`config.mk`:
```
export PLATFORM = sky130hd
export DESIGN_NAME = fpadd_arbiter_flat
export DESIGN_NICKNAME = d
export VERILOG_FILES = /design/src/rtl/fpadd_pkg.sv /design/src/rtl/fpadd_arbiter_if.sv /design/src/rtl/fpadd_rr_pick.sv /design/src/rtl/fpadd_arbiter.sv /design/src/flat_wrapper.sv
export SDC_FILE = /design/constraint.sdc
export NUM_CORES = 1
export LEC_CHECK = 0
export CAP_MARGIN = 20
export CORE_MARGIN = 1.5
export CORE_UTILIZATION = 51
export DETAILED_ROUTE_END_ITERATION = 10
export GPL_TIMING_DRIVEN = 1
export MAX_ROUTING_LAYER = met4
export PLACE_DENSITY = 0.77
export RECOVER_POWER = 25
export SYNTH_ARGS = -nofsm -noshare
export SYNTH_HDL_FRONTEND = slang
export SYNTH_HIERARCHICAL = 1
export SYNTH_SLANG_ARGS = --single-unit
```
`constraint.sdc`:
```
create_clock -name clk -period 2.1 [get_ports clk]
set_input_delay 0.42 -clock clk [delete_from_list [all_inputs] [get_ports clk]]
set_output_delay 0.42 -clock clk [all_outputs]
set_load 0.005 [all_outputs]
```
`src/rtl/fpadd_pkg.sv`:
```
// Shared types/constants for the FP adder arbiter.
// NREQ requesters, SEL_W-bit select, FSM state encodings.
package fpadd_pkg;

  localparam int NREQ  = 4;
  localparam int SEL_W = 2;
  localparam int CNT_W = 8;

  typedef enum logic [1:0] {
    IDLE  = 2'd0,
    ISSUE = 2'd1,
    WAIT  = 2'd2,
    RESP  = 2'd3
  } state_t;

  function automatic logic [NREQ-1:0] onehot(
    input logic [SEL_W-1:0] i
  );
    return NREQ'(1) << i;
  endfunction

endpackage

```
`src/rtl/fpadd_arbiter_if.sv`:
```
// Requester/adder handshake bundle for fpadd_arbiter.
// master: requesters + adder side; slave: the arbiter.
interface fpadd_arbiter_if;
  import fpadd_pkg::*;

  logic [NREQ-1:0]  req_valid;
  logic [NREQ-1:0]  req_ready;
  logic [SEL_W-1:0] sel;
  logic             start;
  logic             add_done;
  logic [NREQ-1:0]  rsp_valid;
  logic             busy;
  logic             timeout;

  modport master (
    output req_valid, add_done,
    input  req_ready, sel, start,
    input  rsp_valid, busy, timeout
  );

  modport slave (
    input  req_valid, add_done,
    output req_ready, sel, start,
    output rsp_valid, busy, timeout
  );

endinterface

```
`src/rtl/fpadd_rr_pick.sv`:
```
// Rotating priority pick: first set bit of req at or
// after ptr (mod NREQ). Ports: req, ptr -> idx, any.
module fpadd_rr_pick
  import fpadd_pkg::*;
(
  input  logic [NREQ-1:0]  req,
  input  logic [SEL_W-1:0] ptr,
  output logic [SEL_W-1:0] idx,
  output logic             any
);

  logic [SEL_W-1:0] j;

  // Scan from the farthest offset down so the
  // closest set bit to ptr is the last write.
  always_comb begin
    idx = '0;
    j   = '0;
    any = |req;
    for (int i = NREQ - 1; i >= 0; i--) begin
      j = ptr + SEL_W'(i);
      if (req[j]) idx = j;
    end
  end

endmodule

```
`src/rtl/fpadd_arbiter.sv`:
```
// Arbiter sharing one FP adder among NREQ requesters.
// Ports: clk, rst_n, bus (fpadd_arbiter_if.slave).
// Build macro FPADD_ARB_FIXED_PRIO_EN: fixed priority,
// index 0 highest; otherwise round-robin.
module fpadd_arbiter
  import fpadd_pkg::*;
#(
  parameter int MAX_WAIT = 15
)(
  input  logic            clk,
  input  logic            rst_n,
  fpadd_arbiter_if.slave  bus
);

  state_t state, state_nx;

  logic [SEL_W-1:0] grant;
  logic [SEL_W-1:0] rr_ptr;
  logic [SEL_W-1:0] pick_idx;
  logic             pick_any;
  logic [CNT_W-1:0] cnt;

  logic [NREQ-1:0]  ready_d, ready_q;
  logic [NREQ-1:0]  rsp_d, rsp_q;
  logic             start_d, start_q;
  logic             tmo_d, tmo_q;

  logic issue_ok;
  logic done;
  logic expire;

  assign issue_ok = bus.req_valid[grant];
  assign done     = bus.add_done;
  // Count reaches MAX_WAIT on this edge.
  assign expire   = cnt == CNT_W'(MAX_WAIT - 1);

  fpadd_rr_pick u_pick (
    .req (bus.req_valid),
    .ptr (rr_ptr),
    .idx (pick_idx),
    .any (pick_any)
  );

  always_ff @(posedge clk or negedge rst_n) begin
    if (!rst_n) state <= IDLE;
    else        state <= state_nx;
  end

  always_comb begin
    state_nx = state;
    unique case (state)
      IDLE:    if (pick_any) state_nx = ISSUE;
      ISSUE:   state_nx = issue_ok ? WAIT : IDLE;
      WAIT: begin
        if (done)        state_nx = RESP;
        else if (expire) state_nx = IDLE;
      end
      RESP:    state_nx = IDLE;
      default: state_nx = IDLE;
    endcase
  end

  // Pulse outputs are registered: they appear in
  // the cycle after the decision, aligned with the
  // state that the decision moves into.
  always_comb begin
    ready_d = '0;
    start_d = 1'b0;
    rsp_d   = '0;
    tmo_d   = 1'b0;
    unique case (state)
      ISSUE: begin
        if (issue_ok) begin
          ready_d = onehot(grant);
          start_d = 1'b1;
        end
      end
      WAIT: begin
        if (done)        rsp_d = onehot(grant);
        else if (expire) tmo_d = 1'b1;
      end
      default: ;
    endcase
  end

  always_ff @(posedge clk or negedge rst_n) begin
    if (!rst_n) begin
      grant   <= '0;
      cnt     <= '0;
      ready_q <= '0;
      start_q <= 1'b0;
      rsp_q   <= '0;
      tmo_q   <= 1'b0;
    end else begin
      ready_q <= ready_d;
      start_q <= start_d;
      rsp_q   <= rsp_d;
      tmo_q   <= tmo_d;
      if (state == IDLE && pick_any)
        grant <= pick_idx;
      if (state == ISSUE)
        cnt <= '0;
      else if (state == WAIT && !done)
        cnt <= cnt + CNT_W'(1);
    end
  end

`ifdef FPADD_ARB_FIXED_PRIO_EN
  assign rr_ptr = '0;
`else
  always_ff @(posedge clk or negedge rst_n) begin
    if (!rst_n)
      rr_ptr <= '0;
    else if (state == RESP || tmo_d)
      rr_ptr <= grant + SEL_W'(1);
  end
`endif

  assign bus.sel       = grant;
  assign bus.req_ready = ready_q;
  assign bus.start     = start_q;
  assign bus.rsp_valid = rsp_q;
  assign bus.timeout   = tmo_q;
  assign bus.busy      = state != IDLE;

endmodule

```
`src/flat_wrapper.sv`:
```
// flat-port wrapper written by rule: the top's interface ports become plain ports
module fpadd_arbiter_flat import fpadd_pkg::*;
#(
  parameter int MAX_WAIT = 15
)
  (clk, rst_n, bus_req_valid, bus_add_done, bus_req_ready, bus_sel, bus_start, bus_rsp_valid, bus_busy, bus_timeout);
  fpadd_arbiter_if bus_i ();
  input  logic clk;
  input  logic rst_n;
  input wire logic [$bits(bus_i.req_valid)-1:0] bus_req_valid;
  input wire logic [$bits(bus_i.add_done)-1:0] bus_add_done;
  output wire logic [$bits(bus_i.req_ready)-1:0] bus_req_ready;
  output wire logic [$bits(bus_i.sel)-1:0] bus_sel;
  output wire logic [$bits(bus_i.start)-1:0] bus_start;
  output wire logic [$bits(bus_i.rsp_valid)-1:0] bus_rsp_valid;
  output wire logic [$bits(bus_i.busy)-1:0] bus_busy;
  output wire logic [$bits(bus_i.timeout)-1:0] bus_timeout;
  assign bus_i.req_valid = bus_req_valid;
  assign bus_i.add_done = bus_add_done;
  assign bus_req_ready = bus_i.req_ready;
  assign bus_sel = bus_i.sel;
  assign bus_start = bus_i.start;
  assign bus_rsp_valid = bus_i.rsp_valid;
  assign bus_busy = bus_i.busy;
  assign bus_timeout = bus_i.timeout;
  fpadd_arbiter #(.MAX_WAIT(MAX_WAIT)) u_core (.clk(clk), .rst_n(rst_n), .bus(bus_i));
endmodule
```
### After elaboration in Yosys (flattened, before gate mapping)

Cells that the tools add are included.

| cells by class | value |
|---|---|
| $add $sub $neg | 5 |
| $mul | 0 |
| divide/modulo/power cells | 0 |
| magnitude comparators | 5 |
| equality and inequality tests | 6 |
| shifts and indexed selects | 1 |
| muxes and demuxes | 30 |
| bitwise logic cells | 0 |
| reductions and logical operators | 9 |

Operators with widths:

| operator | count |
|---|---|
| $mux 2 | 8 |
| $mux 4 | 4 |
| $mux 8 | 2 |
| $lt 2x3->1 const B | 5 |
| $bmux 1 s2 | 5 |
| $mux 1 | 10 |
| $add 8x1->8 const B | 1 |
| $eq 8x4->1 const B | 1 |
| $pmux 2 s4 | 1 |
| $add 2x1->2 const B | 2 |
| $add 2x2->2 const B | 2 |
| $eq 2x2->1 const B | 2 |
| $reduce_bool 2->1 | 2 |
| $reduce_or 4->1 | 1 |
| $shl 1x2->4 const A | 1 |
| $ne 3x2->1 const B | 1 |
| $eq 2x1->1 const B | 1 |
| $logic_and 1x1->1 | 2 |
| $logic_not 2->1 | 1 |
| $ne 2x1->1 const B | 1 |
| $reduce_and 2->1 | 1 |
| $logic_not 1->1 | 1 |
| $logic_or 1x1->1 | 1 |

| storage, ports and cells | value |
|---|---|
| flip-flop bits (word level) | 24 |
| latch bits | 0 |
| bits in writable memories | 0 |
| ROM bits | 0 |
| output and inout port bits | 13 |
| word-level logic and storage cells | 64 |
| memories kept | 0 |

### Depth between registers and ports, before layout

| logic depth | value |
|---|---|
| depth after elaboration | 7 |
| gate-level depth with buffers | 5 |
| gate-level depth less buffers | 5 |

### Hierarchy

Netlist, hierarchy kept.

Modules (own cells, without submodules):

| module | times used | cells an instance | area each (um^2) | seq. area each (um^2) |
|---|---|---|---|---|
| fpadd_arbiter | 1 | 95 | 1,117.3 | 600.6 |
| fpadd_rr_pick | 1 | 13 | 77.6 | 0.0 |

### Least setup slack after synthesis

OpenSTA, ideal clock, no wires.

| timing path | value |
|---|---|
| kind | register to register |
| start point | register u_core.grant[0] (netlist: u_core/bus.sel[0]) |
| end point | register u_core.ready_q[0] (netlist: u_core/bus.req_ready[0]) |
| library setup time | 0.119 ns |
| arrival time | 1.356 ns |
| data required time | 1.981 ns |
| path slack | 0.625 ns |
| stages on the path, launching flop included | 5 |
| path buffers | 1 |
| clock period less this slack | 1.475 ns |
| path through | dfrtp_1 mux4_2 and3b_1 clkbuf_1 and2_1 |

| between the ends | value |
|---|---|
| word-level cells in the longest chain between the ends | 4 |
| elaborated cells on any way between the ends | 5 |
| classes of those cells | 1 x shift; 4 x mux |

RTL lines:

| what | RTL line | RTL |
|---|---|---|
| from (decl) | fpadd_arbiter.sv:17 | `logic [SEL_W-1:0] grant;` |
| from (signal assigned) | fpadd_arbiter.sv:100 | `grant <= pick_idx;` |
| $bmux 1 s2 | fpadd_arbiter.sv:32 | `assign issue_ok = bus.req_valid[grant];` |
| $mux 1 (implied by the code) | fpadd_arbiter.sv:32 |  |
| $mux 4 * | fpadd_arbiter.sv:73 | `if (issue_ok) begin` |
| $mux 4 * | fpadd_arbiter.sv:71 | `unique case (state)` |
| net u_core.ready_d[0] | fpadd_arbiter.sv:23 | `logic [NREQ-1:0] ready_d, ready_q;` |
| to (signal assigned) | fpadd_arbiter.sv:95 | `ready_q <= ready_d;` |
| to (decl) | fpadd_arbiter.sv:23 |  |

The timed path passes the listed nets; every way through them passes the cells marked *. The select of a mux whose other input is x is not followed.
A chain may end at the register's enable or synchronous reset.

### Worst setup path after layout

| timing path | value |
|---|---|
| start point | register u_core.state[0] |
| end point | output port bus_busy |

| between the ends | value |
|---|---|
| word-level cells in the longest chain between the ends | 1 |

RTL lines:

| what | RTL line | RTL |
|---|---|---|
| from (decl) | fpadd_arbiter.sv:15 | `state_t state, state_nx;` |
| from (signal assigned) | fpadd_arbiter.sv:46 | `else state <= state_nx;` |
| $reduce_bool 2->1 | fpadd_arbiter.sv:124 | `assign bus.busy = state != IDLE;` |
| to (decl) | flat_wrapper.sv:16 | `output wire logic [$bits(bus_i.busy)-1:0] bus_busy;` |

No other way between the ends.

==> summary.txt <==
Synthesis
  – Top FF cell, synth: dfrtp_1
  – Top cells by count, synth: dfrtp_1, and3_1, nand2_1
  – Cell taking the most area after synthesis: dfrtp_1
  – Synth top area share: 50.3%
  – Seq/Total Area, Yosys: 50.3%
  – Post-synth EDFFs: 0
  – Cells after synthesis: 108
  – Synth area leaders: dfrtp_1, ha_1, mux2i_1
  – #FFs+latches synth: 24
  – Synth cell types: 32
  – Synth Area per Inst: about 11 sq um
  – Yosys Warn Count: 6
  – Top-count cell post-synth: dfrtp_1
  – Mapped Nets: 121
  – Synth async-reset ratio: 100%
  – Cell area after synthesis: 0.00119 sq mm

Place
  – Placed cell area: 0.00143 sq mm
  – Post-Place Worst Slack: between 0.2 and 0.25 ns
  – Port Buffers: 19
  – Detailed Place HPWL: between 1.5 and 2 mm
  – Placer Congestion: 0.793
  – Post-Place Cells: 156

Clocking
  – Worst-Skew Late Latency: 0.30 ns
  – Total CTS buffers: 3
  – Clock sink total: 24
  – Root Driver: clkbuf_4
  – CTS hold repair buffers: 0
  – Post-CTS Resized: 0
  – Worst-path clk slew: 0.13 ns
  – Post-CTS setup buffer count: 0
  – H-tree depth: 1
  – Clk buf depth: 2
  – CTS tree: built

Setup path
  – Startpoint types: flip-flop
  – Crit path arrival time: 1.58 ns
  – Crit. End Element: output pin
  – Flop-to-flop setup slack: 0.47 ns
  – Maximum fanout along the worst path: 9
  – Critical Path RT: 1.68 ns
  – CP Class: reg -> out

GRT
  – Gr usage total: between 10% and 20%
  – Remaining Overflow, GRT: 0
  – Vias in the first global route: 763
  – Largest net degree at the start of global routing: 25
  – First-pass GRT wire length: 3.35 mm
  – Initial antenna violation count: 0

Cells and area
  – Final design utilization: approximately two thirds
  – Layout cells sized above 1: 12.1%
  – Fin cells: 160
  – Inserted Diodes: 0
  – Final instance area: 0.00148 sq mm
  – Area Overhead vs Synth: 24.2%
  – Nets@finish: 146

Drt
  – Detailed Routing Iterations Pass 1: 6
  – Drt wl/cell: 12.8 um
  – 1st-iter DRT viols: 16
  – Routed vias/inst: 5.35
  – Total number of vias: between 800 and 900
  – Post-route ant nets: 0
  – DRC viols: 0
  – Routed WL: 2.05 mm

Floorplan
  – Die area: around 0.0026 sq mm
  – Initial core utilization: 54.0%
  – Ports: 20
  – Rows: 17
  – Die H: 51.4 um
  – Core ar.: 0.00221 sq mm
  – Die X: 51.4 um

STA
  – Slew of the pin with the lowest slew margin: 1.24 ns
  – Count of final setup violators: 0
  – Setup ws final: 0.0981 ns
  – Final min period: between 2 and 2.5 ns
  – Slew headroom: 17.4%
  – Fin. Hold Viols: 0
  – Period utilization: 95.3%
  – Setup TNS: 0 ns
  – Pins over their slew limit: 0
  – Hold_ws: 0.491 ns
  – Clock skew: around 0.0018 ns
  – Achievable Freq: roughly 0.5 GHz
  – RSZ-0062 raised after global routing: false

Outcome
  – Status: completed

Power
  – Flop pwr share: 43.4%
  – Clock Power Share: between 20% and 30%
  – Peak VDD IR: ~0.66 mV
  – Pwr/cell area: 1070 mW/mm^2
  – Power share of the combinational group: a little over a third
  – P_leak: 0.722 nW
  – Pint: 1.09 mW
  – Power Total: about 1.6 mW
  – Fraction of power spent switching nets: between 30% and 40%
  – Psw: 499 uW

Run
  – Max-cap viol count: 0

Hold path
  – Hold WC Path Type: reg -> reg
layer usage:
metal	GRT usage [%]	vias to the layer above	share of wire (%)
met1	22.4	405	48
met4	5.26	0	0.78
met2	27.8	22	48
met5	-	-	0
met3	1.75	2	3.5
li1	-	427	-
power groups by stage:
stage / Combinational, mW / Clock, mW / Sequential [mW]
final: 0.573 / 0.326 / 0.690
after global routing: 0.634 / 0.355 / 0.710
after CTS: 0.581 / 0.338 / 0.687
after detailed placement: 0.573 / 0 / 0.699
after global placement: 0.561 / 0 / 0.693
after floorplan: 0.374 / 0 / 0.661
worst paths after layout:
kind | startpoint | end | cells after the start
min in group asynchronous | rst_n | u_core/cnt[5] | 2
worst min-delay path | u_core/cnt[7] | u_core/cnt[7] | 1
max in group asynchronous | rst_n | u_core/state[0] | 2
worst min register to register | u_core/cnt[7] | u_core/cnt[7] | 1
worst max register to register | u_core/cnt[0] | u_core/rr_ptr[0] | 5
worst max-delay path | u_core/state[0] | bus_busy | 2
critical path: stages, from the launching register on:
cell,delay [ns]
dfrtp_2,0.49
or2_2,0.34
clkdlybuf4s50_1,0.45
cell usage in the layout, fill, tap and decap left out, drive strengths merged, types with 3 or more instances in the layout:
cell / count
ha: 6
and2: 4
inv: 5
mux2i: 6
a31oi: 3
clkdlybuf4s50: 18
mux2: 4
o21ai: 3
and3: 9
nand3: 4
nand2b: 4
nand2: 9
dfrtp: 24
clkbuf: 4
a21oi: 3
nor2: 6
cell type report:
type / instances / area (sq um)
fillers: 175 / 728
clock buffers: 3 / 22.5
flip-flops and latches: 24 / 602
repair buffers: 22 / 209
well taps: 28 / 35.0
clock inverters: 1 / 30.0
multi-input cells: 77 / 567
inverters: 5 / 18.8
registers in the layout, indices dropped and copies added (netlist names):
| name | count |
|---|---|
| u_core/bus.req_ready | 4 |
| u_core/bus.rsp_valid | 4 |
| u_core/cnt | 8 |
| u_core/bus.timeout | 1 |
| u_core/bus.sel | 2 |
| u_core/bus.start | 1 |
| u_core/state | 2 |
| u_core/rr_ptr | 2 |
kinds of logic (layout without fill, tap and decap cells):
group	count (synthesis)	after routing	synth area share, %
adder cells (fa/ha/maj)	6	6	6.28
multiplexers	11	11	10.7
AND/OR/NAND/NOR	46	46	22.6
buffers and inverters	7	31	2.30
flip-flops	24	24	50.3
AO/OA/AOI/OAI	14	14	7.85
No activity file was read; power rests on OpenSTA's default activity.
